$ cat src/rtl/stream_parity_unit.sv
// stream_parity_unit: accumulates parity over a packet of WIDTH-bit words on a
// valid/ready input stream and returns one result per packet on an output handshake.
// Compile-time option: define PARITY_ERR_CNT_EN to add the saturating err_cnt output.
module stream_parity_unit #(
  parameter int WIDTH     = 8,
  parameter int ODD       = 0,
  parameter int MAX_WORDS = 16,
  parameter int CNT_W     = 8,
  localparam int LEN_W    = $clog2(MAX_WORDS + 1)
) (
  input  logic             clk,
  input  logic             rst,
  input  logic             s_valid,
  output logic             s_ready,
  input  logic [WIDTH-1:0] s_data,
  input  logic             s_last,
  input  logic             s_par_exp,
  output logic             m_valid,
  input  logic             m_ready,
  output logic             m_parity,
  output logic [1:0]       m_err,
  output logic [LEN_W-1:0] m_len,
  output logic             busy
`ifdef PARITY_ERR_CNT_EN
  ,
  output logic [CNT_W-1:0] err_cnt
`endif
);

  typedef enum logic [1:0] {
    IDLE  = 2'd0,
    ACCUM = 2'd1,
    HOLD  = 2'd2
  } state_t;

  localparam logic             ODD_BIT = (ODD != 0);
  localparam logic [LEN_W-1:0] MAX_LEN = LEN_W'(MAX_WORDS);

  state_t           state_q;
  logic             acc_q;
  logic [LEN_W-1:0] cnt_q;
  logic             m_valid_q;
  logic             m_parity_q;
  logic [1:0]       m_err_q;
  logic [LEN_W-1:0] m_len_q;

  logic             accept;
  logic             acc_d;
  logic [LEN_W-1:0] cnt_d;
  logic             close_d;
  logic             forced_d;
  logic             parity_d;

  // No beat is taken while a result is waiting, or while reset is asserted.
  assign s_ready = ~rst & (state_q != HOLD);
  assign accept  = s_valid & s_ready;

  // Running parity/count including the current beat; a packet starts fresh in IDLE.
  always_comb begin
    acc_d    = acc_q;
    cnt_d    = cnt_q;
    close_d  = 1'b0;
    forced_d = 1'b0;
    parity_d = 1'b0;
    if (state_q == IDLE) begin
      acc_d = ^s_data;
      cnt_d = LEN_W'(1);
    end else begin
      acc_d = acc_q ^ (^s_data);
      cnt_d = cnt_q + LEN_W'(1);
    end
    forced_d = (cnt_d == MAX_LEN) & ~s_last;
    close_d  = s_last | (cnt_d == MAX_LEN);
    parity_d = acc_d ^ ODD_BIT;
  end

  // Packet FSM with registered result outputs, held stable while in HOLD.
  always_ff @(posedge clk) begin
    if (rst) begin
      state_q    <= IDLE;
      acc_q      <= 1'b0;
      cnt_q      <= '0;
      m_valid_q  <= 1'b0;
      m_parity_q <= 1'b0;
      m_err_q    <= 2'b00;
      m_len_q    <= '0;
    end else begin
      case (state_q)
        IDLE, ACCUM: begin
          if (accept) begin
            acc_q <= acc_d;
            cnt_q <= cnt_d;
            if (close_d) begin
              state_q    <= HOLD;
              m_valid_q  <= 1'b1;
              m_parity_q <= parity_d;
              m_len_q    <= cnt_d;
              m_err_q    <= {forced_d, (s_par_exp != parity_d)};
            end else begin
              state_q <= ACCUM;
            end
          end
        end
        HOLD: begin
          if (m_ready) begin
            state_q   <= IDLE;
            m_valid_q <= 1'b0;
          end
        end
        default: state_q <= IDLE;
      endcase
    end
  end

  assign m_valid  = m_valid_q;
  assign m_parity = m_parity_q;
  assign m_err    = m_err_q;
  assign m_len    = m_len_q;
  assign busy     = (state_q != IDLE);

`ifdef PARITY_ERR_CNT_EN
  logic [CNT_W-1:0] err_cnt_q;

  // Count transferred results carrying any error flag, saturating at all-ones.
  always_ff @(posedge clk) begin
    if (rst) begin
      err_cnt_q <= '0;
    end else if (m_valid_q & m_ready & (|m_err_q) & ~(&err_cnt_q)) begin
      err_cnt_q <= err_cnt_q + CNT_W'(1);
    end
  end

  assign err_cnt = err_cnt_q;
`endif

endmodule
$ cat config.mk
export PLATFORM = sky130hd
export DESIGN_NAME = stream_parity_unit
export DESIGN_NICKNAME = d
export VERILOG_FILES = /design/src/rtl/stream_parity_unit.sv
export SDC_FILE = /design/constraint.sdc
export NUM_CORES = 1
export LEC_CHECK = 0
export CAP_MARGIN = 20
export CORE_MARGIN = 2
export CORE_UTILIZATION = 46
export DETAILED_ROUTE_END_ITERATION = 16
export PLACE_DENSITY = 0.73
export SYNTH_ARGS = -nofsm -noshare
export SYNTH_HDL_FRONTEND = slang
export SYNTH_SLANG_ARGS = --single-unit
$ cat constraint.sdc
create_clock -name clk -period 1.9 [get_ports clk]
set_input_delay 0.38 -clock clk [delete_from_list [all_inputs] [get_ports clk]]
set_output_delay 0.38 -clock clk [all_outputs]
set_load 0.005 [all_outputs]
==> results of run 1 <==
==> cells by family after synthesis <==
family / synth area share (%)
muxes: 3.66
buffers and inverters: 4.65
adders and majority gates: 1.41
and+or+nand+nor: 16.3
DFF: 38.3
AOI/OAI and AO/OA: 23.1
xor gates and xnor gates: 12.5
==> cells in the final DEF, fill, tap and decap left out, drive strengths merged, types with 2 or more instances in the layout <==
cell	Yosys	routed
clkdlybuf4s50	0	24
xnor2	8	8
dfxtp	17	17
a311oi	2	2
o21a	2	2
nand2	9	9
o21ai	6	6
nand3	6	6
nand4	2	2
buf	5	7
xor2	2	2
mux2i	2	2
nor2	6	6
a21oi	12	12
a31oi	2	2
nor3	3	3
a211oi	2	2
clkbuf	1	4
==> tightest hold or removal path, cell delays in order, from the launching register on <==
cell	delay, ns
dfxtp_1	0.33
nand2_1	0.05
a21oi_1	0.05
==> state kept, by name, indices dropped and copies added, names as in the netlist <==
register,cells
m_err,2
acc_q,1
m_parity,1
m_valid,1
m_len,5
cnt_q,5
state_q,2
==> per-stage QoR <==
stage	utilization, %	hold slack (ns)	setup TNS, ns	worst slack, ns	area, um^2
CTS	68.2	0.473	0	0.00208	1200
floorplan	-	0.445	0	0.299	888
global placement	66.6	0.453	-0.0986	-0.0986	1170
global route	68.4	0.502	0	0.00408	1210
finish	68.4	0.471	0	0.0412	1210
detailed placement	66.6	0.459	-0.199	-0.188	1170
==> final timing paths <==
path / start / to / depth (start not counted)
setup / recovery: rst / s_ready / 3
hold / removal: cnt_q[4]$_SDFFE_PP0P_ / cnt_q[4]$_SDFFE_PP0P_ / 2
setup reg to reg: cnt_q[1]$_SDFFE_PP0P_ / m_err[0]$_SDFFE_PP0P_ / 7
hold reg to reg: cnt_q[4]$_SDFFE_PP0P_ / cnt_q[4]$_SDFFE_PP0P_ / 2
==> cell type report <==
| cell class | count | area [um^2] |
|---|---|---|
| inverters | 1 | 3.75 |
| repair buffers | 31 | 293 |
| fillers | 165 | 558 |
| multi-input cells | 73 | 509 |
| well taps | 25 | 31.3 |
| clock buffers | 4 | 26.3 |
| flip-flops and latches | 17 | 343 |
==> per-layer routing <==
metal  GRT usage, %  vias up  share of wire, %
li1               -      407                 -
met1           27.5      385                48
met2           34.9       26                45
met3           6.79        5               6.2
met4           8.65        0               1.4
met5              0        -                 0
==> power breakdown <==
| part | switching, mW | internal, mW | total, mW |
|---|---|---|---|
| logic | 0.0741 | 0.101 | 0.175 |
| clock network | 0.115 | 0.0818 | 0.197 |
| registers | 0.0116 | 0.370 | 0.381 |
==> summary.txt, run 1 <==
Die
  • Initial Util: 50.4%
  • Die Area: 2300 um^2
  • Core area: 1760 um^2
  • Chip height: 47.9 um
  • Die Wd: 47.9 um
  • Num ports: 25
  • Num rows: 15

Timing
  • Tmin final: 1.86 ns
  • Final Cycle Share: 97.8%
  • Final Hold Fails: 0
  • Final Skew: 0.00814 ns
  • F_max: 538 MHz
  • Worst-Margin Slew: 0.340 ns
  • RSZ-0062 raised after global routing: false
  • Remaining max-slew budget at the tightest pin: 77.3%
  • Final setup fails: 0
  • Pins over their slew limit: 0

Synthesis
  • Mapped Cells: 97
  • Ys flop type: dfxtp_1
  • Most instantiated cells after synthesis: dfxtp_1 (17), a21oi_1 (11), nand2_1 (8), xnor2_1 (8), nor2_1 (6)
  • Count leader, synth: dfxtp_1
  • Post-synth EDFFs: 0
  • Syn avg cell area: 9.16 um^2
  • Post-synth top area cell: dfxtp_1
  • Syn Nets: 112
  • Area contributors post-synth: dfxtp_1 (38%), xnor2_1 (7.9%), a21oi_1 (6.2%)
  • Synth top area share: 38.3%
  • Synth async-reset ratio: 0%
  • Syn Std Cell Area: 888 um^2
  • Seq cells post-synth: 17
  • Post-synthesis sequential area ratio: 38.3%
  • Post-synth cell types: 36
  • Yosys warns: 0

Pwr
  • LEAKAGE: 0.425 nW
  • Power, Total: 0.754 mW
  • Worst vdd ir: 445 uV
  • PD cells: 625 nW/um^2

Finish
  • Area grow syn2layout: 35.8%
  • Diode count: 0
  • Share of cells above drive strength 1: 17.5%
  • Nets: 142
  • Layout Cells excl Fill: 151

Setup path
  • Most common cell on crit path: clkdlybuf4s50_1
  • Worst path slowest cell: clkdlybuf4s50_1
  • Largest stage delay, worst path: 0.50 ns
  • Worst EP arrival: 1.48 ns
  • Setup CP Type: input pin to primary output
  • CP startpoint kind: input pin
  • Cell family with most CP delay: buffers and inverters
  • CP Cell Sequence: clkdlybuf4s50_1 > nor2_1 > clkdlybuf4s50_1
  • CP max FO: 4
  • Reg2Reg Setup Slack: 0.17 ns
  • Worst EP required: 1.52 ns
  • Worst Path Buf+Inv: 2
  • CP endpoint kind: primary output

Routing
  • DRC viols: 0
  • Wire length per cell: 12.9 um
  • Drt pass-1 iters: 4
  • Vias per cell: 5.45
  • DRT antenna net count: 0
  • DR iter-0 viols: 12
  • Routed WL: 1950 um
  • Total number of vias: 823

Place
  • Placed insts: 147
  • Placed wire-length estimate: 1490 um
  • IO Port Bufs: 24
  • GPL Wtd Cong: 0.862

Clocking
  • Post-CTS setup buffers: 0
  • Clk sinks: 17
  • Root Buffer: clkbuf_4
  • Clk Latency, worst-skew pair: 0.30 ns
  • H-tree levels: 1
  • CTS resizes: 1
  • CTS tree: done
  • Total CTS buffers: 3
  • Longest Clk Path Bufs: 2
  • Reg clk slew, reported paths: 0.09 ns
  • Cts hold-fix bufs: 0

Outcome
  • Outcome: finished, final reports clean

GRT
  • Total grt overflow: 0
  • Initial antenna violation count: 0
  • Largest net degree at the start of global routing: 11
  • Vias in the first global route: 776
  • Wire length of the first global-routing pass: 3440 um
  • GRT Total Usage: 21.9%

Min path
  • Worst hold path type: register to register

Run
  • Max-cap viol count: 0
(Power assumes the default switching activity.)
==> inputs of run 2 (changes only) <==
CORE_MARGIN = 4   (was 2)
==> run 2 against run 1 <==
Wire length is 9.3% higher; first-iteration DRC count stayed put; sequential power hardly changed; critical path type unchanged; critical endpoint unchanged; largest power group unchanged.
==> summary.txt, run 2 (synthesis results as in run 1) <==
Die
  • Num ports: 25 (unchanged)
  • Initial Util: 49.8% (was 50.4%)
  • Die Area: 2700 um^2 (was 2300 um^2)
  • Chip height: 51.9 um (was 47.9 um)
  • Num rows: 15 (unchanged)
  • Die Wd: 51.9 um (was 47.9 um)
  • Core area: 1780 um^2 (was 1760 um^2)

Clocking
  • Clk Latency, worst-skew pair: 0.29 ns (was 0.30 ns)
  • Total CTS buffers: 3 (unchanged)
  • H-tree levels: 1 (unchanged)
  • Post-CTS setup buffers: 0 (unchanged)
  • Clk sinks: 17 (unchanged)
  • Root Buffer: clkbuf_4 (unchanged)
  • Reg clk slew, reported paths: 0.09 ns (about the same)
  • CTS tree: done (unchanged)
  • Longest Clk Path Bufs: 2 (unchanged)

Routing
  • Wire length per cell: 13.9 um (was 12.9 um)
  • Total number of vias: 823 (unchanged)
  • DR iter-0 viols: 12 (unchanged)
  • DRT antenna net count: 0 (unchanged)
  • Drt pass-1 iters: 4 (unchanged)
  • DRC viols: 0 (unchanged)
  • Routed WL: 2130 um (was 1950 um)
  • Vias per cell: 5.38 (was 5.45)

Pwr
  • LEAKAGE: 0.435 nW (was 0.425 nW)
  • PD cells: 618 nW/um^2 (was 625 nW/um^2)
  • Worst vdd ir: 526 uV (was 445 uV)

Timing
  • RSZ-0062 raised after global routing: false (unchanged)
  • Tmin final: 1.85 ns (was 1.86 ns)
  • Worst-Margin Slew: 0.274 ns (was 0.340 ns)
  • Pins over their slew limit: 0 (unchanged)
  • F_max: 540 MHz (was 538 MHz)
  • Final setup margin: 0.0484 ns (was 0.0412 ns)
  • Final Cycle Share: 97.5% (was 97.8%)
  • Remaining max-slew budget at the tightest pin: 81.7% (was 77.3%)
  • Final Skew: 0.00130 ns (was 0.00814 ns)
  • Final setup TNS: 0 ns (unchanged)
  • Final setup fails: 0 (unchanged)
  • Final Hold Fails: 0 (unchanged)

Setup path
  • Worst EP arrival: 1.47 ns (was 1.48 ns)
  • Worst path slowest cell: clkdlybuf4s50_1 (unchanged)
  • Largest stage delay, worst path: 0.51 ns (was 0.50 ns)
  • CP max FO: 4 (unchanged)
  • CP Cell Sequence: clkdlybuf4s50_1 > nor2_1 > clkdlybuf4s50_1 (unchanged)
  • CP endpoint kind: primary output (unchanged)
  • Reg2Reg Setup Slack: 0.14 ns (was 0.17 ns)
  • Setup CP Type: input pin to primary output (unchanged)
  • Worst EP required: 1.52 ns (about the same)
  • CP startpoint kind: input pin (unchanged)
  • Most common cell on crit path: clkdlybuf4s50_1 (unchanged)
  • RR Endpoint: state_q[1]$_SDFFE_PP0P_ (was m_err[0]$_SDFFE_PP0P_)
  • Worst-case reg-to-reg path depth: 7 (unchanged)
  • Reg2reg start: cnt_q[1]$_SDFFE_PP0P_ (unchanged)

GRT
  • Largest net degree at the start of global routing: 11 (unchanged)
  • Wire length of the first global-routing pass: 3730 um (was 3440 um)
  • Initial antenna violation count: 0 (unchanged)
  • GRT Total Usage: 18.8% (was 21.9%)
  • Total grt overflow: 0 (unchanged)
  • Vias in the first global route: 827 (was 776)

Finish
  • Most frequent cells in the layout: clkdlybuf4s50_1 (24), dfxtp_1 (15), a21oi_1 (11) (unchanged)
  • Commonest non-fill, non-tap cell in the layout: clkdlybuf4s50_1 (unchanged)
  • Area grow syn2layout: 37.7% (was 35.8%)
  • Fillers: 153 (was 165)
  • Diode count: 0 (unchanged)
  • Nets: 144 (was 142)
  • Share of cells above drive strength 1: 20.3% (was 17.5%)

Place
  • Placed wire-length estimate: 1660 um (was 1490 um)
  • GPL Wtd Cong: 0.835 (was 0.862)
  • Pre-CTS setup slack: -0.170 ns (was -0.188 ns)
  • IO Port Bufs: 24 (unchanged)

Run
  • Max-cap viol count: 0 (unchanged)

Min path
  • End of the worst hold path: acc_q$_SDFFE_PP0P_ (was cnt_q[4]$_SDFFE_PP0P_)
  • Worst Hold Launch: acc_q$_SDFFE_PP0P_ (was cnt_q[4]$_SDFFE_PP0P_)
  • Worst hold path type: register to register (unchanged)
  • Hold depth: 2 (unchanged)

Outcome
  • Outcome: finished, final reports clean (unchanged)
==> run 2: layer usage <==
layer	wire [um]	vias to the layer above	track usage [%]
met4	13	0	3.93
li1	-	414	-
met5	0	-	0
met3	100	2	6.02
met1	943	386	22.9
met2	1080	21	32.2
==> run 2: critical path: cells and delay by family <==
family                 cells  cell delay (ns)
buffers and inverters      2             0.97
and+or+nand+nor            1             0.12
==> run 2: how the worst max path moves through the flow <==
stage,start,endpoint,slack [ns],cells past startpoint
after detailed placement,s_data[6],m_err[0]$_SDFFE_PP0P_,-0.17,6
final,rst,s_ready,0.05,3
after CTS,state_q[1]$_SDFFE_PP0P_,s_ready,0.003,3
after global routing,rst,s_ready,0.002,3
after floorplan,cnt_q[0]$_SDFFE_PP0P_,m_len[2]$_SDFFE_PP0P_,0.30,7
after global placement,s_data[4],m_err[0]$_SDFFE_PP0P_,-0.10,6
==> run 2: area by class of cell <==
cell class / instances / area, um^2 / area share [%]
clock buffer: 4 / 26.3 / 2.15
inverter: 1 / 3.75 / 0.307
multi-input combinational: 73 / 512 / 41.8
sequential: 17 / 343 / 28.0
tap: 25 / 31.3 / 2.56
timing repair buffer: 33 / 308 / 25.2
==> run 2: where the power goes <==
group | switching (mW) | internal [mW] | total, mW
sequential | 0.0117 | 0.370 | 0.382
combinational | 0.0767 | 0.103 | 0.180
clock | 0.112 | 0.0817 | 0.194
==> run 2: timing repair <==
item | 4_1_cts | 5_1_grt
hold buffers | 0 | 0
gates resized for setup | 1 | 4
hold endpoints to repair | 0 | 0
setup endpoints to repair | 1 | 7
==> run 2: per-stage QoR <==
step                total power, mW  instance area, um^2  instances  hold WS [ns]  utilization, %
finish                        0.756                 1220        153         0.483            68.6
global placement              0.562                 1190        149         0.457            66.7
global route                  0.802                 1220        153         0.506            68.6
detailed placement            0.567                 1190        149         0.470            66.7
CTS                           0.765                 1220        153         0.484            68.4
floorplan                     0.493                  888         97         0.445               -
==> patch 1: new RTL, config.mk and constraints of run 1 <==
Add a define of `PARITY_ERR_CNT_EN`.
--- a/src/rtl/stream_parity_unit.sv
+++ b/src/rtl/stream_parity_unit.sv
@@ -2,4 +2,6 @@
 // valid/ready input stream and returns one result per packet on an output handshake.
 // Compile-time option: define PARITY_ERR_CNT_EN to add the saturating err_cnt output.
+`define PARITY_ERR_CNT_EN
+
 module stream_parity_unit #(
   parameter int WIDTH     = 8,
Check against the original RTL (old outputs only; new: err_cnt): equivalent (equiv_simple and equiv_induct, registers matched by name and starting in step).
==> patch 1 against run 1 <==
  * Setup slack better by 0.022 ns
  * Sequential share of layout area rose by 1.1 points
  * Sequential power increased by 43%
  * Power grew 28%
  * Cell area rose by 42%
  * Combinational power increased by 3%
  * Wire length up 46%
  * Sequential cell count up 8
  * Core utilization is 0.30 points higher
  * Area after synthesis is 37% higher
  * Critical path depth did not move
==> patch 1: results (changes against run 1) <==
outcome=finished clean (unchanged); synth cell count leaders=dfxtp_1 (25), nor2_1 (17), xnor2_1 (12) (was dfxtp_1 (17), a21oi_1 (11), nand2_1 (8), xnor2_1 (8), nor2_1 (6)); Inst Count DP=207 (was 147); Hold WC Path Type=register to register (unchanged); layout cell share with drive strength beyond 1=15.5% (was 17.5%); GRT Overall Usage=18.9% (was 21.9%); ANT cells=0 (unchanged); Worst IR Drop VDD=0.467 mV (was 0.445 mV); Clock Path Buffers=2 (unchanged); Final HPWL DP=2.18 mm (was 1.49 mm); postcts setup bufs=0 (unchanged); Area contributors post-synth=dfxtp_1 (41%), xnor2_1 (8.7%), nor2_1 (5.3%), a21oi_1 (4.5%), nand3_1 (4.1%) (was dfxtp_1 (38%), xnor2_1 (7.9%), a21oi_1 (6.2%), nand2_1 (3.4%), a31oi_2 (2.8%)); initial DRC count=34 (was 12); Final GP Congestion=0.808 (was 0.862); largest net degree at the start of global routing=16 (was 11); root buffer cell=clkbuf_4 (unchanged); clock latency on the worst-skew pair=0.31 ns; htree depth=1 (unchanged); Syn Nets=156 (was 112); vias in the first global route=1136 (was 776); Critical Path Fanout Max=8 (was 4); hold buffer count at CTS=0 (unchanged); first-pass GRT wire length=4.82 mm (was 3.44 mm); ys async rst share=0% (unchanged); sequential share of the synthesized area=41.2% (was 38.3%); number of flip-flops in the largest register=8; port bufs=32 (was 24); Layout Cells excl Fill=217 (was 151); CTS clock-pin slew for the worst setup and hold paths=0.14 ns (was 0.09 ns); Netlist cell types=35 (was 36); TritonCTS buffer count=3 (unchanged); number of gates resized after CTS=5 (was 1); initial antenna violation count=0 (unchanged); internal power=722 uW (was 553 uW); Cells after Synth=140 (was 97); clk_skew=0.00659 ns (was 0.00814 ns); fin nets=204 (was 142); Max-Slew Margin vs Limit=74.3% (was 77.3%); 1st-pass router iterations=4 (unchanged); DP Area=0.00162 sq mm (was 0.00117 sq mm); yosys warns=0 (unchanged); Wirelength per Cell=13.2 um (was 12.9 um); LEAKAGE=0.000653 uW (was 0.000425 uW); via count=1155 (was 823)
patch 1: per-layer routing:
metal | track usage [%] | part of all wire [%]
met1 | 23.2 | 46
met2 | 33.7 | 51
met3 | 3.51 | 2.8
met4 | 4.88 | 0
met5 | 0 | 0
patch 1: per-stage QoR:
step	hold slack [ns]	worst slack [ns]	utilization (%)	setup TNS (ns)
CTS	0.471	0.00546	66.3	0
detailed placement	0.452	-0.157	64.9	-0.256
finish	0.471	0.0633	68.7	0
global route	0.480	0.00310	68.7	0
floorplan	0.433	0.209	-	0
global placement	0.450	-0.0958	64.9	-0.140
patch 1: cell type report:
type	count	area, sq um
sequential	25	507
fill	210	783
timing repair buffer	48	442
clock buffer	4	26.3
inverter	2	7.51
tap	30	37.5
multi-input combinational	108	697
patch 1: path summary, 6_finish.rpt:
| path | from | to | slack [ns] | cells after the start |
|---|---|---|---|---|
| setup / recovery | state_q[0] | busy | 0.06 | 3 |
| hold / removal | acc_q | acc_q | 0.47 | 2 |
| setup reg to reg | cnt_q[0] | m_len[0] | 0.07 | 6 |
| hold reg to reg | acc_q | acc_q | 0.47 | 2 |
patch 1: power groups by stage:
stage          Clock (uW)  Combinational (uW)  Sequential (uW)
4_1_cts               243                 169              548
2_1_floorplan           0                94.7              555
3_3_place_gp            0                 165              557
6_report              238                 180              546
5_1_grt               259                 194              548
3_5_place_dp            0                 168              558
patch 1: cell families after synthesis:
group	after synthesis	share of synthesized area (%)
fa+ha+maj	2	2.06
flops	25	41.2
buf+inv	7	2.58
mux	3	2.47
simple gates	58	24.4
xor+xnor	16	12.7
compound gates	29	14.5
patch 1: worst max-delay path: stages (launching register included):
cell	delay, ns
dfxtp_2	0.45
nor2_4	0.07
inv_1	0.11
clkdlybuf4s50_1	0.52
==> patch 2: new RTL, flow settings as in run 1 <==
Made on the original files. Register the output `m_err` once more, without a reset; this adds one clock of latency there. The other outputs are not delayed to match.
--- a/src/rtl/stream_parity_unit.sv
+++ b/src/rtl/stream_parity_unit.sv
@@ -115,5 +115,7 @@
   assign m_valid  = m_valid_q;
   assign m_parity = m_parity_q;
-  assign m_err    = m_err_q;
+  always_ff @(posedge clk) begin
+    m_err <= m_err_q;
+  end
   assign m_len    = m_len_q;
   assign busy     = (state_q != IDLE);
Function: changed (a bounded check fails within 4 cycles, from zero or initial values and one cycle with rst high).
==> patch 2 against run 1 <==
  * The flow now finishes with violations (negative setup slack)
  * First-iteration DRC count is 50% higher
  * Sequential cell count is 2 higher
  * Critical path depth is 4 higher
  * Core utilization is 5.1 points higher
  * Power is 14% higher
  * Setup slack worse by 0.056 ns
  * Wire length is 20% higher
  * Cell area is 17% higher
  * Non-clock buffer count is 11 higher
  * Area after synthesis is 3.4% higher
  * Via count is 9.0% higher
  * Critical endpoint is now m_len[4]
  * Largest cell class unchanged
  * Highest routed layer unchanged
==> patch 2: results (changes against run 1) <==
Syn Nets=119 (was 112); power per standard cell area=606 mW/mm^2 (was 625 mW/mm^2); via count=897 (was 823); final setup vio count=2 (was 0); Inst Count DP=165 (was 147); clk_skew=0.00191 ns (was 0.00814 ns); outcome=finished with violations (was finished clean); Setup TNS=-0.0174 ns (was 0 ns); Final HPWL DP=1.64 mm (was 1.49 mm); initial DRC count=18 (was 12); GRT met3 Usage=3.70% (was 6.79%); postcts setup bufs=2 (was 0); DP Area=0.00131 sq mm (was 0.00117 sq mm); grt met2 use=33.1% (was 34.9%); synth cell count leaders=dfxtp_1 (19), a21oi_1 (9), nand2_1 (9), o21ai_0 (9), xnor2_1 (8) (was dfxtp_1 (17), a21oi_1 (11), nand2_1 (8), xnor2_1 (8), nor2_1 (6)); Min-Delay Path Depth=0 (was 2); LEAKAGE=0.000523 uW (was 0.000425 uW); hold_sp=m_err_q[0] (was cnt_q[4]); number of gates resized after CTS=7 (was 1); fin nets=160 (was 142); sequential share of the synthesized area=41.4% (was 38.3%); P_sw=226 uW (was 201 uW); largest net degree at the start of global routing=15 (was 11); Area contributors post-synth=dfxtp_1 (41%), xnor2_1 (7.6%), a21oi_1 (4.9%), o21ai_0 (4.9%), nand3b_1 (4.1%) (was dfxtp_1 (38%), xnor2_1 (7.9%), a21oi_1 (6.2%), nand2_1 (3.4%), a31oi_2 (2.8%)); Setup WS post-layout=-0.0149 ns (was 0.0412 ns); Final GP Congestion=0.816 (was 0.862); layout cell share with drive strength beyond 1=28.5% (was 17.5%); Layout Cells excl Fill=171 (was 151); Netlist cell types=30 (was 36); Post-Synth Adder-Cell Area=1.36% (was 1.41%); pre-CTS setup slack=-0.183 ns (was -0.188 ns); mux share of post-synthesis cell area=3.81% (was 3.66%); CP Launch Type=register (was input pin); first-pass GRT wire length=3.78 mm (was 3.44 mm); reg2reg start=cnt_q[1] (unchanged); WP data arrival=2.15 ns (was 1.48 ns); Worst IR Drop VDD=0.446 mV (was 0.445 mV); CTS clock-pin slew for the worst setup and hold paths=0.11 ns (was 0.09 ns); combinational share of power=26.1% (was 23.3%); failing checks=negative setup slack; GR Util met1=26.6% (was 27.5%); Synth Area in Compound Gates=19.5% (was 23.1%); Synth Area in XOR/XNOR=10.1% (was 12.5%); total wire length=2.34 mm (was 1.95 mm); Syn Area/Cell=8.83 sq um (was 9.16 sq um); htree depth=1 (unchanged); GRT Overall Usage=20.2% (was 21.9%); Tightest Pin Transition=0.417 ns (was 0.340 ns)
[patch 2: changes by cell type after synthesis, moves of 3 or more]
cell and change:
nand3b_1 +5, clkbuf_1 +4, o21ai_0 +5, nor3_1 +3
[patch 2: final timing paths]
check	end	slack [ns]
min	m_err[0]	0.36
max	m_len[4]	-0.01
min reg2reg	m_err[0]	0.36
max reg2reg	m_len[4]	-0.01
[patch 2: critical path, cell delays in order (launching register included)]
cell     delay (ns)
dfxtp_2        0.37
ha_4           0.15
nand3_2        0.09
mux2_4         0.35
o31a_1         0.33
buf_6          0.14
or3_4          0.32
a21oi_2        0.11
[patch 2: routing by layer]
metal  share of wire, %  up-vias
li1                   -      450
met2                 48       16
met4                2.0        0
met5                  0        -
met3                3.2        4
met1                 47      427
[patch 2: layout make-up]
type                       instances  area (sq um)
inverter                           3          11.3
clock buffer                       4          26.3
tap                               27          33.8
multi-input combinational         76           557
sequential                        19           385
timing repair buffer              42           398
fill                             147           510
